## config.mk

```make
export PLATFORM = sky130hd
export DESIGN_NAME = pu_sequencer
export DESIGN_NICKNAME = d
export VERILOG_FILES = /design/src/rtl/pu_sequencer.sv
export SDC_FILE = /design/constraint.sdc
export NUM_CORES = 1
export LEC_CHECK = 0
export CORE_ASPECT_RATIO = 0.8
export CORE_UTILIZATION = 35
export CTS_CLUSTER_SIZE = 14
export DETAILED_ROUTE_END_ITERATION = 8
export PLACE_DENSITY = 0.87
export SYNTH_ARGS = -nofsm -noshare
export SYNTH_HDL_FRONTEND = slang
export SYNTH_SLANG_ARGS = --single-unit
```

## constraint.sdc

```tcl
create_clock -name clk -period 1.9 [get_ports clk]
set_input_delay 0.285 -clock clk [delete_from_list [all_inputs] [get_ports clk]]
set_output_delay 0.285 -clock clk [all_outputs]
set_load 0.03 [all_outputs]
```

## src/rtl/pu_sequencer.sv

```systemverilog
// rtl/pu_sequencer.sv - issue/execute/write-back sequencer driving a processing_unit
// Optional PU_SEQ_FLAGS_EN adds registered flag_zero/flag_neg outputs.
module pu_sequencer #(
  parameter int DATA_W = 32,
  parameter int ADDR_W = 5,
  parameter int OP_W   = 3
) (
  input  logic              clk,
  input  logic              clr,
  input  logic              instr_valid,
  output logic              instr_ready,
  input  logic              instr_li,
  input  logic [OP_W-1:0]   instr_op,
  input  logic [ADDR_W-1:0] instr_rd,
  input  logic [ADDR_W-1:0] instr_rs1,
  input  logic [ADDR_W-1:0] instr_rs2,
  input  logic [DATA_W-1:0] instr_imm,
  output logic [ADDR_W-1:0] readreg1,
  output logic [ADDR_W-1:0] readreg2,
  output logic [OP_W-1:0]   alu_ctrl,
  input  logic [DATA_W-1:0] result,
  output logic [ADDR_W-1:0] writereg,
  output logic [DATA_W-1:0] data,
  output logic              regwrite,
  output logic              busy,
  output logic              done,
`ifdef PU_SEQ_FLAGS_EN
  output logic              flag_zero,
  output logic              flag_neg,
`endif
  output logic [DATA_W-1:0] done_value
);

  typedef enum logic [1:0] {IDLE, EXEC, WB} state_t;

  state_t              state_q, state_d;
  logic [ADDR_W-1:0]   rd_q;
  logic                accept;

  assign instr_ready = (state_q == IDLE) && !clr;
  assign accept      = instr_valid && instr_ready;

  always_ff @(posedge clk or posedge clr) begin
    if (clr) state_q <= IDLE;
    else     state_q <= state_d;
  end

  always_comb begin
    state_d = state_q;
    case (state_q)
      IDLE:    if (accept) state_d = instr_li ? WB : EXEC;
      EXEC:    state_d = WB;
      WB:      state_d = IDLE;
      default: state_d = IDLE;
    endcase
  end

  // Every PU-facing output is loaded on the edge entering the state that uses it,
  // so the ALU result only ever reaches the outputs through a flop.
  always_ff @(posedge clk or posedge clr) begin
    if (clr) begin
      rd_q       <= '0;
      readreg1   <= '0;
      readreg2   <= '0;
      alu_ctrl   <= '0;
      writereg   <= '0;
      data       <= '0;
      done_value <= '0;
      regwrite   <= 1'b0;
      done       <= 1'b0;
      busy       <= 1'b0;
    end else begin
      regwrite <= 1'b0;
      done     <= 1'b0;
      busy     <= (state_d != IDLE);
      case (state_q)
        IDLE: begin
          if (accept) begin
            rd_q <= instr_rd;
            if (instr_li) begin
              writereg   <= instr_rd;
              data       <= instr_imm;
              done_value <= instr_imm;
              done       <= 1'b1;
              regwrite   <= (instr_rd != '0);
            end else begin
              readreg1 <= instr_rs1;
              readreg2 <= instr_rs2;
              alu_ctrl <= instr_op;
            end
          end
        end
        EXEC: begin
          writereg   <= rd_q;
          data       <= result;
          done_value <= result;
          done       <= 1'b1;
          regwrite   <= (rd_q != '0);
        end
        default: ;
      endcase
    end
  end

`ifdef PU_SEQ_FLAGS_EN
  // data still holds the completed value while in WB
  always_ff @(posedge clk or posedge clr) begin
    if (clr) begin
      flag_zero <= 1'b0;
      flag_neg  <= 1'b0;
    end else if (state_q == WB) begin
      flag_zero <= (data == '0);
      flag_neg  <= data[DATA_W-1];
    end
  end
`endif

endmodule

```

== Word-level counts from Yosys, hierarchy flattened ==
Index checks and enable logic that the tools add are counted.

* Bits in registers: 60
* Input port bits: 86
* Output and inout bits: 86
* Logic and storage cells: 40

* Equal/unequal tests: 3
* Muxes and demuxes: 15
* Bitwise logic cells: 1
* Reductions and logical operators: 11

{| class="wikitable"
|+ Operators with widths
! cell !! number
|-
| $mux W32 || 2
|-
| $pmux W32 S2 || 1
|-
| $mux W5 || 2
|-
| $pmux W5 S2 || 1
|-
| $reduce_bool A5 Y1 || 2
|-
| $reduce_and A3 Y1 || 2
|-
| $mux W1 || 4
|-
| $mux W2 || 2
|-
| $ne A2 B2 Y1 const B || 2
|-
| $pmux W1 S2 || 2
|-
| $pmux W2 S2 || 1
|-
| $reduce_bool A2 Y1 || 2
|-
| $eq A2 B1 Y1 const B || 1
|-
| $logic_and A1 B1 Y1 || 2
|-
| $logic_not A2 Y1 || 1
|-
| $reduce_and A2 Y1 || 1
|-
| $logic_not A1 Y1 || 1
|-
| $not A1 Y1 || 1
|}

== Logic depth before layout (Yosys ltp) ==
* Depth after elaboration: 6
* Mapped depth: 5
* Gate-level depth less buffers: 3

== Worst setup path after synthesis ==
No wires, ideal clock.

* Kind: input-to-reg
* Start point: in clr
* End point: reg done_value[10]
* Library setup time: 0.125 ns
* Data arrival time: 2.609 ns
* Required time: 1.775 ns
* Setup slack: -0.834 ns
* Cell stages on the path: 5
* Buffers on the path: 2
* Cells stage by stage: inv_1 > a41o_1 > buf_2 > buf_4 > mux2_2

* Word-level cells in the longest chain between the ends: 5

{| class="wikitable"
|+ Ends and longest elaborated chain
! what !! line !! text
|-
| from (decl) || 9 || <nowiki>input logic clr,</nowiki>
|-
| $logic_not A1 Y1 (no source line) || n/a ||
|-
| $logic_and A1 B1 Y1 || 40 || <nowiki>assign instr_ready = (state_q == IDLE) && !clr;</nowiki>
|-
| $logic_and A1 B1 Y1 || 41 || <nowiki>assign accept = instr_valid && instr_ready;</nowiki>
|-
| $ne A2 B2 Y1 (no source line) || n/a ||
|-
| $reduce_and A3 Y1 (no source line) || n/a ||
|-
| to (signal assigned) || 83 || <nowiki>done_value <= instr_imm;</nowiki>
|-
| to (signal assigned) || 96 || <nowiki>done_value <= result;</nowiki>
|-
| to (decl) || 31 || <nowiki>output logic [DATA_W-1:0] done_value</nowiki>
|}

Every way passes these cells.
A chain may end at the register's enable or synchronous reset.

==> impl_metrics.xml <==
<?xml version="1.0" encoding="UTF-8"?>
<metrics>
  <group name="synth">
    <metric name="synth.yosys.warnings" unit="">0</metric>
    <metric name="seq_area_frac_synth" unit="%">50.1</metric>
    <metric name="mappedNetlistNets" unit="">295</metric>
    <metric name="syn_area_per_cell" unit="µm²">14.3</metric>
    <metric name="synth_cell_type_count" unit="">17</metric>
    <metric name="synth_top_area_cell" unit="">sky130_fd_sc_hd__dfrtp_1</metric>
    <metric name="postSynthRegisterBits" unit="">60</metric>
    <metric name="netlist_top_cells_area" unit="">sky130_fd_sc_hd__dfrtp_1 50%, sky130_fd_sc_hd__mux2_2 31%, sky130_fd_sc_hd__buf_4 8.8%</metric>
    <metric name="syn_inst" unit="">209</metric>
    <metric name="syn-cell-area" unit="µm²">3000</metric>
    <metric name="netlist.area_leader.share" unit="%">50.1</metric>
  </group>
  <group name="sta">
    <metric name="final_hold_viol_count" unit="">0</metric>
    <metric name="fmax" unit="MHz">586</metric>
    <metric name="max-slew-margin-rel" unit="%">72.6</metric>
    <metric name="report.final.slew_viol_count" unit="">0</metric>
    <metric name="final.period_utilization" unit="%">89.7</metric>
    <metric name="worst_pin_slew" unit="ps">411</metric>
    <metric name="setup_total_negative_slack" unit="ps">0</metric>
    <metric name="grt_setup_unrepaired" unit="">no</metric>
    <metric name="min_period" unit="ps">1710</metric>
    <metric name="setup_viol_count_final" unit="">0</metric>
    <metric name="finClkSkew" unit="ps">5.88</metric>
  </group>
  <group name="die">
    <metric name="dieArea" unit="µm²">8940</metric>
    <metric name="initial_cell_density_of_the_core" unit="%">36.9</metric>
    <metric name="boundaryPins" unit="">172</metric>
    <metric name="rows" unit="">29</metric>
    <metric name="floorplan.core_area" unit="µm²">8130</metric>
    <metric name="die_height" unit="µm">84.8</metric>
    <metric name="fp.dieW" unit="µm">105</metric>
  </group>
  <group name="layout">
    <metric name="finalNetCount" unit="">446</metric>
    <metric name="layout-drive-gt1-share" unit="%">33.2</metric>
    <metric name="areaGrowthSynthToFinish" unit="%">61.4</metric>
    <metric name="post-route-cell-area" unit="µm²">4840</metric>
    <metric name="final_cell_mix" unit="">170 x sky130_fd_sc_hd__clkdlybuf4s50_1, 83 x sky130_fd_sc_hd__mux2_2, 60 x sky130_fd_sc_hd__dfrtp_1, 11 x sky130_fd_sc_hd__clkbuf_8, 9 x sky130_fd_sc_hd__mux2_4</metric>
    <metric name="antenna_cells" unit="">0</metric>
    <metric name="final_cells" unit="">472</metric>
    <metric name="nFillCells" unit="">653</metric>
    <metric name="final_common_cell" unit="">sky130_fd_sc_hd__clkdlybuf4s50_1</metric>
  </group>
  <group name="power_and_ir_drop">
    <metric name="fin_total_pwr" unit="mW">5.46</metric>
    <metric name="power_density" unit="nW/µm²">1130</metric>
    <metric name="power_leakage" unit="nW">1.96</metric>
    <metric name="vdd.ir_drop.worst" unit="V">0.000545</metric>
  </group>
  <group name="routing">
    <metric name="finalWirelength" unit="µm">7310</metric>
    <metric name="drt-wirelength-per-cell" unit="µm">15.5</metric>
    <metric name="detail_route.vias_per_cell" unit="">4.63</metric>
    <metric name="vias_post_dr" unit="">2187</metric>
    <metric name="drc" unit="">0</metric>
    <metric name="postRouteAntennaNets" unit="">0</metric>
    <metric name="detailedRoute.firstIterationViolations" unit="">31</metric>
    <metric name="first_pass_iters" unit="">3</metric>
  </group>
  <group name="global_route">
    <metric name="gr-total-overflow" unit="">0</metric>
    <metric name="grt_use_met3" unit="%">6.52</metric>
    <metric name="number_of_global_route_vias_before_repair" unit="">2280</metric>
    <metric name="grt_antenna_before_repair" unit="">0</metric>
    <metric name="use_met2" unit="%">29.1</metric>
    <metric name="grt_util_met1" unit="%">19.2</metric>
    <metric name="grt_start_max_net_pins" unit="">33</metric>
    <metric name="grt_first_pass_wirelength" unit="µm">11600</metric>
    <metric name="most_heavily_used_metal_layer_in_global_routing" unit="">met2</metric>
    <metric name="groute.usage.overall" unit="%">16.8</metric>
  </group>
  <group name="worst_setup_path">
    <metric name="critPathCaptureType" unit="">primary output</metric>
    <metric name="worst_ep_arrival_time" unit="ps">1420</metric>
    <metric name="path_delay_family" unit="">buffers and inverters</metric>
    <metric name="critPathLaunchType" unit="">flip-flop</metric>
    <metric name="required" unit="ps">1620</metric>
    <metric name="cp_slowest_stage_delay" unit="ps">720</metric>
    <metric name="worstPathCellList" unit="">clkdlybuf4s50_1</metric>
    <metric name="critical_path_class" unit="">reg2out</metric>
    <metric name="timing.critical_path.fanout_max" unit="">3</metric>
    <metric name="buffering_stage_count_on_the_worst_path_with_inverters_included" unit="">1</metric>
    <metric name="critical-path-slowest-cell" unit="">sky130_fd_sc_hd__clkdlybuf4s50_1</metric>
  </group>
  <group name="cts">
    <metric name="htreeDepth" unit="">3</metric>
    <metric name="cts_buffers" unit="">9</metric>
    <metric name="tritoncts" unit="">done</metric>
    <metric name="post_cts_hold_buffer_count" unit="">0</metric>
    <metric name="postCtsSetupBuffers" unit="">0</metric>
    <metric name="ctsRootBufferMaster" unit="">sky130_fd_sc_hd__clkbuf_8</metric>
    <metric name="postCtsResizedCells" unit="">0</metric>
    <metric name="clk_pin_slew" unit="ps">60</metric>
    <metric name="insertion_delay" unit="ps">330</metric>
    <metric name="clock_sinks" unit="">60</metric>
    <metric name="cts_buffer_depth" unit="">2</metric>
  </group>
  <group name="run">
    <metric name="maxCapViolations" unit="">0</metric>
  </group>
  <group name="placed_design">
    <metric name="gp_routability_congestion" unit="">0.759</metric>
    <metric name="detailedPlacementHpwl" unit="µm">5570</metric>
    <metric name="dp_cells" unit="">457</metric>
    <metric name="io_buffers" unit="">171</metric>
    <metric name="dpl-instance-area" unit="µm²">4670</metric>
  </group>
  <group name="run_status">
    <metric name="outcome" unit="">finished, final reports clean</metric>
  </group>
  <group name="min_path">
    <metric name="worst_hold_path_type" unit="">reg2reg</metric>
  </group>
</metrics>
-- layer usage --
| layer | vias to the layer above | share of wire (%) |
|---|---|---|
| met3 | 7 | 8.9 |
| met1 | 1069 | 40 |
| li1 | 1004 | - |
| met4 | 0 | 1.1 |
| met5 | - | 0 |
| met2 | 107 | 50 |
-- where the power goes --
| group | total [mW] | internal [mW] | switching [mW] |
|---|---|---|---|
| logic | 2.65 | 1.28 | 1.37 |
| registers | 1.82 | 1.59 | 0.225 |
| clock network | 0.993 | 0.534 | 0.460 |
-- flip-flops by register name (all words and copies together) (netlist names) --
register / count
readreg2: 5
regwrite: 1
writereg: 5
rd_q: 5
busy: 1
readreg1: 5
alu_ctrl: 3
done: 1
done_value: 32
state_q: 2
-- layout make-up --
type,count,area [µm²],share of cell area (%)
Multi-Input combinational cell,105,1180,24.4
Timing Repair Buffer,182,1840,38.1
Clock buffer,13,159,3.29
Inverter,2,11.3,0.233
Sequential cell,60,1500,31.0
Clock inverter,2,10.0,0.207
Tap cell,108,135,2.79
-- metrics by stage --
step                      hold slack [ps]  util, %  setup WS [ps]
after floorplan                       399        -           -345
after global placement                492     57.4          -28.3
after detailed placement              494     57.4          -69.4
after CTS                             511     59.5            170
after global routing                  527     59.5            138
final                                 506     59.5            195
-- logic make-up after synthesis --
logic type             count (synthesis)  share of synthesized area, %
and+or+nand+nor                        9                          2.25
DFF                                   60                          50.1
muxes                                 92                          35.7
buffers and inverters                 44                          10.9
AOI/OAI and AO/OA                      4                          1.09
-- cells in the mapped netlist --
cell,count
sky130_fd_sc_hd__buf_2,5
sky130_fd_sc_hd__o211ai_1,1
sky130_fd_sc_hd__mux2_4,9
sky130_fd_sc_hd__nor4b_4,1
sky130_fd_sc_hd__nor2_1,2
sky130_fd_sc_hd__buf_6,1
sky130_fd_sc_hd__buf_4,35
sky130_fd_sc_hd__nor2b_1,2
sky130_fd_sc_hd__nand2_1,1
sky130_fd_sc_hd__a41o_1,2
sky130_fd_sc_hd__o21ai_0,1
sky130_fd_sc_hd__nor3_1,1
sky130_fd_sc_hd__dfrtp_1,60
sky130_fd_sc_hd__or4_1,2
sky130_fd_sc_hd__inv_1,2
sky130_fd_sc_hd__buf_12,1
sky130_fd_sc_hd__mux2_2,83
-- path summary, 6_finish.rpt --
path                                             from  slack [ps]  cells after the start                         end
max reg2reg                      state_q[1]$_DFF_PP0_         240                      4  done_value[17]$_DFFE_PP0P_
min reg2reg                   writereg[1]$_DFFE_PP0P_         510                      1     writereg[1]$_DFFE_PP0P_
max in group asynchronous                         clr         630                      4     readreg2[1]$_DFFE_PP0P_
min in group asynchronous                         clr         540                      3     readreg2[3]$_DFFE_PP0P_
max                        done_value[26]$_DFFE_PP0P_         190                      1                    data[26]
min                           writereg[1]$_DFFE_PP0P_         510                      1     writereg[1]$_DFFE_PP0P_
Note: power is estimated with default switching activity, not from simulation.
